$ cat config.mk
export PLATFORM = sky130hd
export DESIGN_NAME = jump_pc_ctrl
export DESIGN_NICKNAME = d
export VERILOG_FILES = /design/src/rtl/jump_pc_ctrl.sv
export SDC_FILE = /design/constraint.sdc
export NUM_CORES = 1
export LEC_CHECK = 0
export ABC_AREA = 1
export CAP_MARGIN = 20
export CORE_ASPECT_RATIO = 0.5
export CORE_UTILIZATION = 45
export DETAILED_ROUTE_END_ITERATION = 8
export GPL_TIMING_DRIVEN = 0
export PLACE_DENSITY = 0.73
export SKIP_CTS_REPAIR_TIMING = 1
export SYNTH_ARGS = -nofsm -noshare
export SYNTH_HDL_FRONTEND = slang
export SYNTH_SLANG_ARGS = --single-unit
$ cat constraint.sdc
create_clock -name Clk -period 3.05 [get_ports Clk]
set_input_delay 0.61 -clock Clk [delete_from_list [all_inputs] [get_ports Clk]]
set_output_delay 0.61 -clock Clk [all_outputs]
set_load 0.02 [all_outputs]
$ cat src/rtl/jump_pc_ctrl.sv
// Program-counter controller: resolves branch, call, return, stall and halt
// using absolute targets from the jump lookup table, and sequences start/done.
module jump_pc_ctrl #(
  parameter int unsigned PC_W        = 12,
  parameter int unsigned PTR_W       = 5,
  parameter int unsigned STACK_DEPTH = 4,
  parameter int unsigned RESET_PC    = 0
) (
  input  logic             Clk,
  input  logic             Reset_n,
  input  logic             Start,
  input  logic             Stall,
  input  logic             Halt,
  input  logic             BranchEn,
  input  logic             Cond,
  input  logic             Call,
  input  logic             Ret,
  input  logic [PTR_W-1:0] TargetSel,
  output logic [PTR_W-1:0] JptrOut,
  input  logic [PC_W-1:0]  JumpIn,
  output logic [PC_W-1:0]  Prog_ctr,
  output logic             Running,
  output logic             Done,
  output logic             Err
);

  localparam int unsigned IDX_W = $clog2(STACK_DEPTH);
  // One extra bit so the pointer can represent "full" as well as "empty".
  localparam int unsigned SP_W  = IDX_W + 1;

  typedef enum logic [1:0] {
    ST_IDLE = 2'd0,
    ST_RUN  = 2'd1,
    ST_HALT = 2'd2
  } state_t;

  state_t          state, state_nxt;
  logic [PC_W-1:0] pc, pc_nxt, pc_inc;
  logic [SP_W-1:0] sp, sp_nxt, sp_dec;
  logic            err, err_nxt;
  logic            push_en;
  logic            stack_empty, stack_full;
  logic [PC_W-1:0] stack_q [STACK_DEPTH];

  assign JptrOut     = TargetSel;
  assign pc_inc      = pc + PC_W'(1);
  assign sp_dec      = sp - SP_W'(1);
  assign stack_empty = (sp == '0);
  assign stack_full  = (sp == SP_W'(STACK_DEPTH));

  always_comb begin
    state_nxt = state;
    pc_nxt    = pc;
    sp_nxt    = sp;
    err_nxt   = err;
    push_en   = 1'b0;
    unique case (state)
      ST_IDLE, ST_HALT: begin
        if (Start) begin
          state_nxt = ST_RUN;
          pc_nxt    = PC_W'(RESET_PC);
          sp_nxt    = '0;
          err_nxt   = 1'b0;
        end
      end
      ST_RUN: begin
        if (!Stall) begin
          if (Halt) begin
            state_nxt = ST_HALT;
          end else if (Ret) begin
            if (stack_empty) begin
              err_nxt   = 1'b1;
              state_nxt = ST_HALT;
            end else begin
              pc_nxt = stack_q[sp_dec[IDX_W-1:0]];
              sp_nxt = sp_dec;
            end
          end else if (Call) begin
            if (stack_full) begin
              err_nxt   = 1'b1;
              state_nxt = ST_HALT;
            end else begin
              push_en = 1'b1;
              sp_nxt  = sp + SP_W'(1);
              pc_nxt  = JumpIn;
            end
          end else if (BranchEn && Cond) begin
            pc_nxt = JumpIn;
          end else begin
            pc_nxt = pc_inc;
          end
        end
      end
      default: state_nxt = ST_IDLE;
    endcase
  end

  always_ff @(posedge Clk or negedge Reset_n) begin
    if (!Reset_n) begin
      state <= ST_IDLE;
      pc    <= PC_W'(RESET_PC);
      sp    <= '0;
      err   <= 1'b0;
    end else begin
      state <= state_nxt;
      pc    <= pc_nxt;
      sp    <= sp_nxt;
      err   <= err_nxt;
    end
  end

  // NOTE: the stack storage has no reset; the pointer alone defines which
  // entries are valid, so stale contents are never observed.
  always_ff @(posedge Clk) begin
    if (push_en) begin
      stack_q[sp[IDX_W-1:0]] <= pc_inc;
    end
  end

  assign Prog_ctr = pc;
  assign Running  = (state == ST_RUN);
  assign Done     = (state == ST_HALT);
  assign Err      = err;

endmodule

==> flow_summary.yaml <==
critical_path:
  cp.depth: 8
  cpMaxStageDelayCell: "nor2_1"
  crit_path_max_incr_delay_ps: 430
  crit_buf_inv: 4
  critPathLaunchType: "register"
  worst-r2r-cell-count: 8
  critPathArrivalTime_ps: 2840
  crit_required_ps: 3080
  worst-path-max-fanout: 12
  worst_setup_path_end_kind: "register"
  critical_path.cell_chain: "buf_2, clkinv_1, buf_2, ha_1, nand2_1, nand4_1, nor2_1, buf_4"
  cpLargestDelayFamily: "buffers and inverters"
  crit_type: "register to register"
  cpMostUsedCell: "buf_2"
yosys:
  ys.warnings.count: 0
  netlist_instances: 377
  synth_nets: 409
  yosys-top-cells-area: "edfxtp_1 (43%), dfrtp_1 (13%), nand2_1 (12%)"
  syn-cell-area_mm2: 0.00334
  avgSynthCellArea_um2: 8.86
  ys_ff_latch: 66
  ys_types: 30
  ys_seq_area_frac: 0.567
  yosys.area.top_type: "edfxtp_1"
  synth_top_area_share: 0.432
global_route:
  grt_max_degree: 19
  busiest_layer: "met1"
  overflow: 0
  antenna_found_initial: 0
  use_met3: 0.0785
  grtUsageTotal: 0.232
  gr-usage-met2: 0.319
  grtUsageMet1: 0.345
  grt_pass1_vias: 2539
  grt_first_pass_wirelength_um: 13100
die:
  num_rows: 21
  ios: 46
  die_y_um: 62.9
  die_area_mm2: 0.00779
  start_util: 0.481
  core_area_mm2: 0.00694
  fp.dieW_um: 124
place:
  place.detailed.hpwl_um: 5730
  place_congestion: 0.885
  placed_cell_area_mm2: 0.00388
  portBuffers: 40
clocking:
  clockRootBuffer: "clkbuf_16"
  htree_levels: 3
  cts_buffers: 9
  cts_tree: "yes"
  cts_sinks: 66
  path_clk_slew_ps: 50
  clock_path_buffers: 2
  clock_latency_ps: 330
sta:
  fin_tns_setup_ps: 0
  fin_skew_ps: 5.88
  fmax_mhz: 356
  rsz0062_at_grt: "no"
  holdWs_ps: 498
  relSlewSlack: 0.415
  setup_viol_count_final: 0
  fin_crit_ps: 2810
  worst-slew-pin-transition_ps: 875
  drv_slew: 0
  hold_violations: 0
  min_period_over_period: 0.922
min_path:
  hp-class: "register to register"
  holdPathStages: 1
routing:
  ant_nets: 0
  vias_per_cell: 5.19
  finalWirelength_um: 8280
  wire_per_inst_um: 15.6
  vias: 2744
  drcViolationCount: 0
  drtIter0Drc: 318
  firstDrtPassIters: 5
pwr:
  power_density_mw_per_mm2: 978
  ir_drop_mv: 0.537
  leakage_nw: 1.74
layout:
  final_cell_area_mm2: 0.00424
  layout-drive-gt1-share: 0.110
  area_growth_pct: 26.9
  diodes: 0
  fill_cells: 567
  nets: 464
run_status:
  status: "finished, final reports clean"
flow_run:
  cap_violations: 0
## placed cells by master, fill, tap and decap left out, types with 3 or more instances in the layout
cell,instances
dfrtp_1,18
clkbuf_16,9
bufinv_16,3
inv_1,24
nand3_1,27
o21ai_0,23
ha_1,6
buf_6,4
nor2_1,58
a21oi_1,20
nand2_1,107
clkdlybuf4s50_1,40
buf_4,8
buf_2,6
edfxtp_1,48
nand3b_1,4
xor2_1,3
inv_2,3
## stage by stage
| step | setup slack (ps) | power (mW) | utilization | instances |
|---|---|---|---|---|
| 4_1_cts | -44.0 | 4.12 | 0.609 | 527 |
| 6_report | 239 | 4.14 | 0.611 | 529 |
| 3_3_place_gp | -7.71 | 2.90 | 0.556 | 509 |
| 2_1_floorplan | 764 | 2.34 | - | 377 |
| 3_5_place_dp | 13.0 | 2.92 | 0.559 | 511 |
| 5_1_grt | 120 | 4.36 | 0.611 | 529 |
## layout make-up
cell class,count,area [µm²],share of cell area
sequential,66,1890,0.446
tap,92,115,0.0272
timing repair buffer,44,438,0.103
inverter,29,109,0.0257
clock inverter,6,115,0.0272
clock buffer,10,229,0.0540
buffer,16,106,0.0251
multi-input combinational,266,1230,0.291
## path summary, 6_finish.rpt
kind / start / end / slack (ps)
min in group asynchronous: Reset_n / state[1] / 780
max in group asynchronous: Reset_n / Prog_ctr[7] / 1730
setup / recovery: sp[0] / stack_q[0][11] / 240
hold / removal: Err / Err / 500
setup reg to reg: sp[0] / stack_q[0][11] / 240
hold reg to reg: Err / Err / 500
## cell families (layout without fill, tap and decap cells)
kind of cell / after synthesis / in the layout / share of synthesized area
fa+ha+maj: 6 / 6 / 0.0225
buf+inv: 45 / 105 / 0.0641
xor+xnor: 4 / 4 / 0.0105
compound gates: 48 / 48 / 0.0753
flops: 66 / 66 / 0.567
simple gates: 208 / 208 / 0.261
## registers in the layout, summed over array words and instances, names as in the netlist
name / flops
sp: 3
Err: 1
stack_q: 48
state: 2
Prog_ctr: 12
## cell usage after synthesis
cell,instances
nand2_1,107
nor2_1,58
edfxtp_1,48
nand3_1,27
inv_1,24
o21ai_0,23
a21oi_1,20
dfrtp_1,18
buf_2,6
buf_4,6
ha_1,6
nand3b_1,4
inv_2,3
xor2_1,3
buf_6,2
clkbuf_1,2
clkinv_1,2
nand2_2,2
nand4_1,2
nor2_2,2
nor2_4,2
or2_2,2
a21oi_2,1
nand3_2,1
nor3_1,1
o21a_1,1
o21ai_1,1
o21ai_2,1
o22ai_1,1
xnor2_1,1
## power by group
part           switching, mW  leakage [nW]  total, mW  internal [mW]
combinational           1.07         0.916       1.64          0.576
sequential             0.142         0.662       1.32           1.18
clock                  0.381         0.163       1.18          0.801
total                   1.59          1.74       4.14           2.56
## per-layer routing
layer,wire length [µm],share of wire
met3,980,0.12
met4,91,0.011
met2,3300,0.40
met1,3900,0.47
met5,0,0
Power figures use the tool's default switching activity.
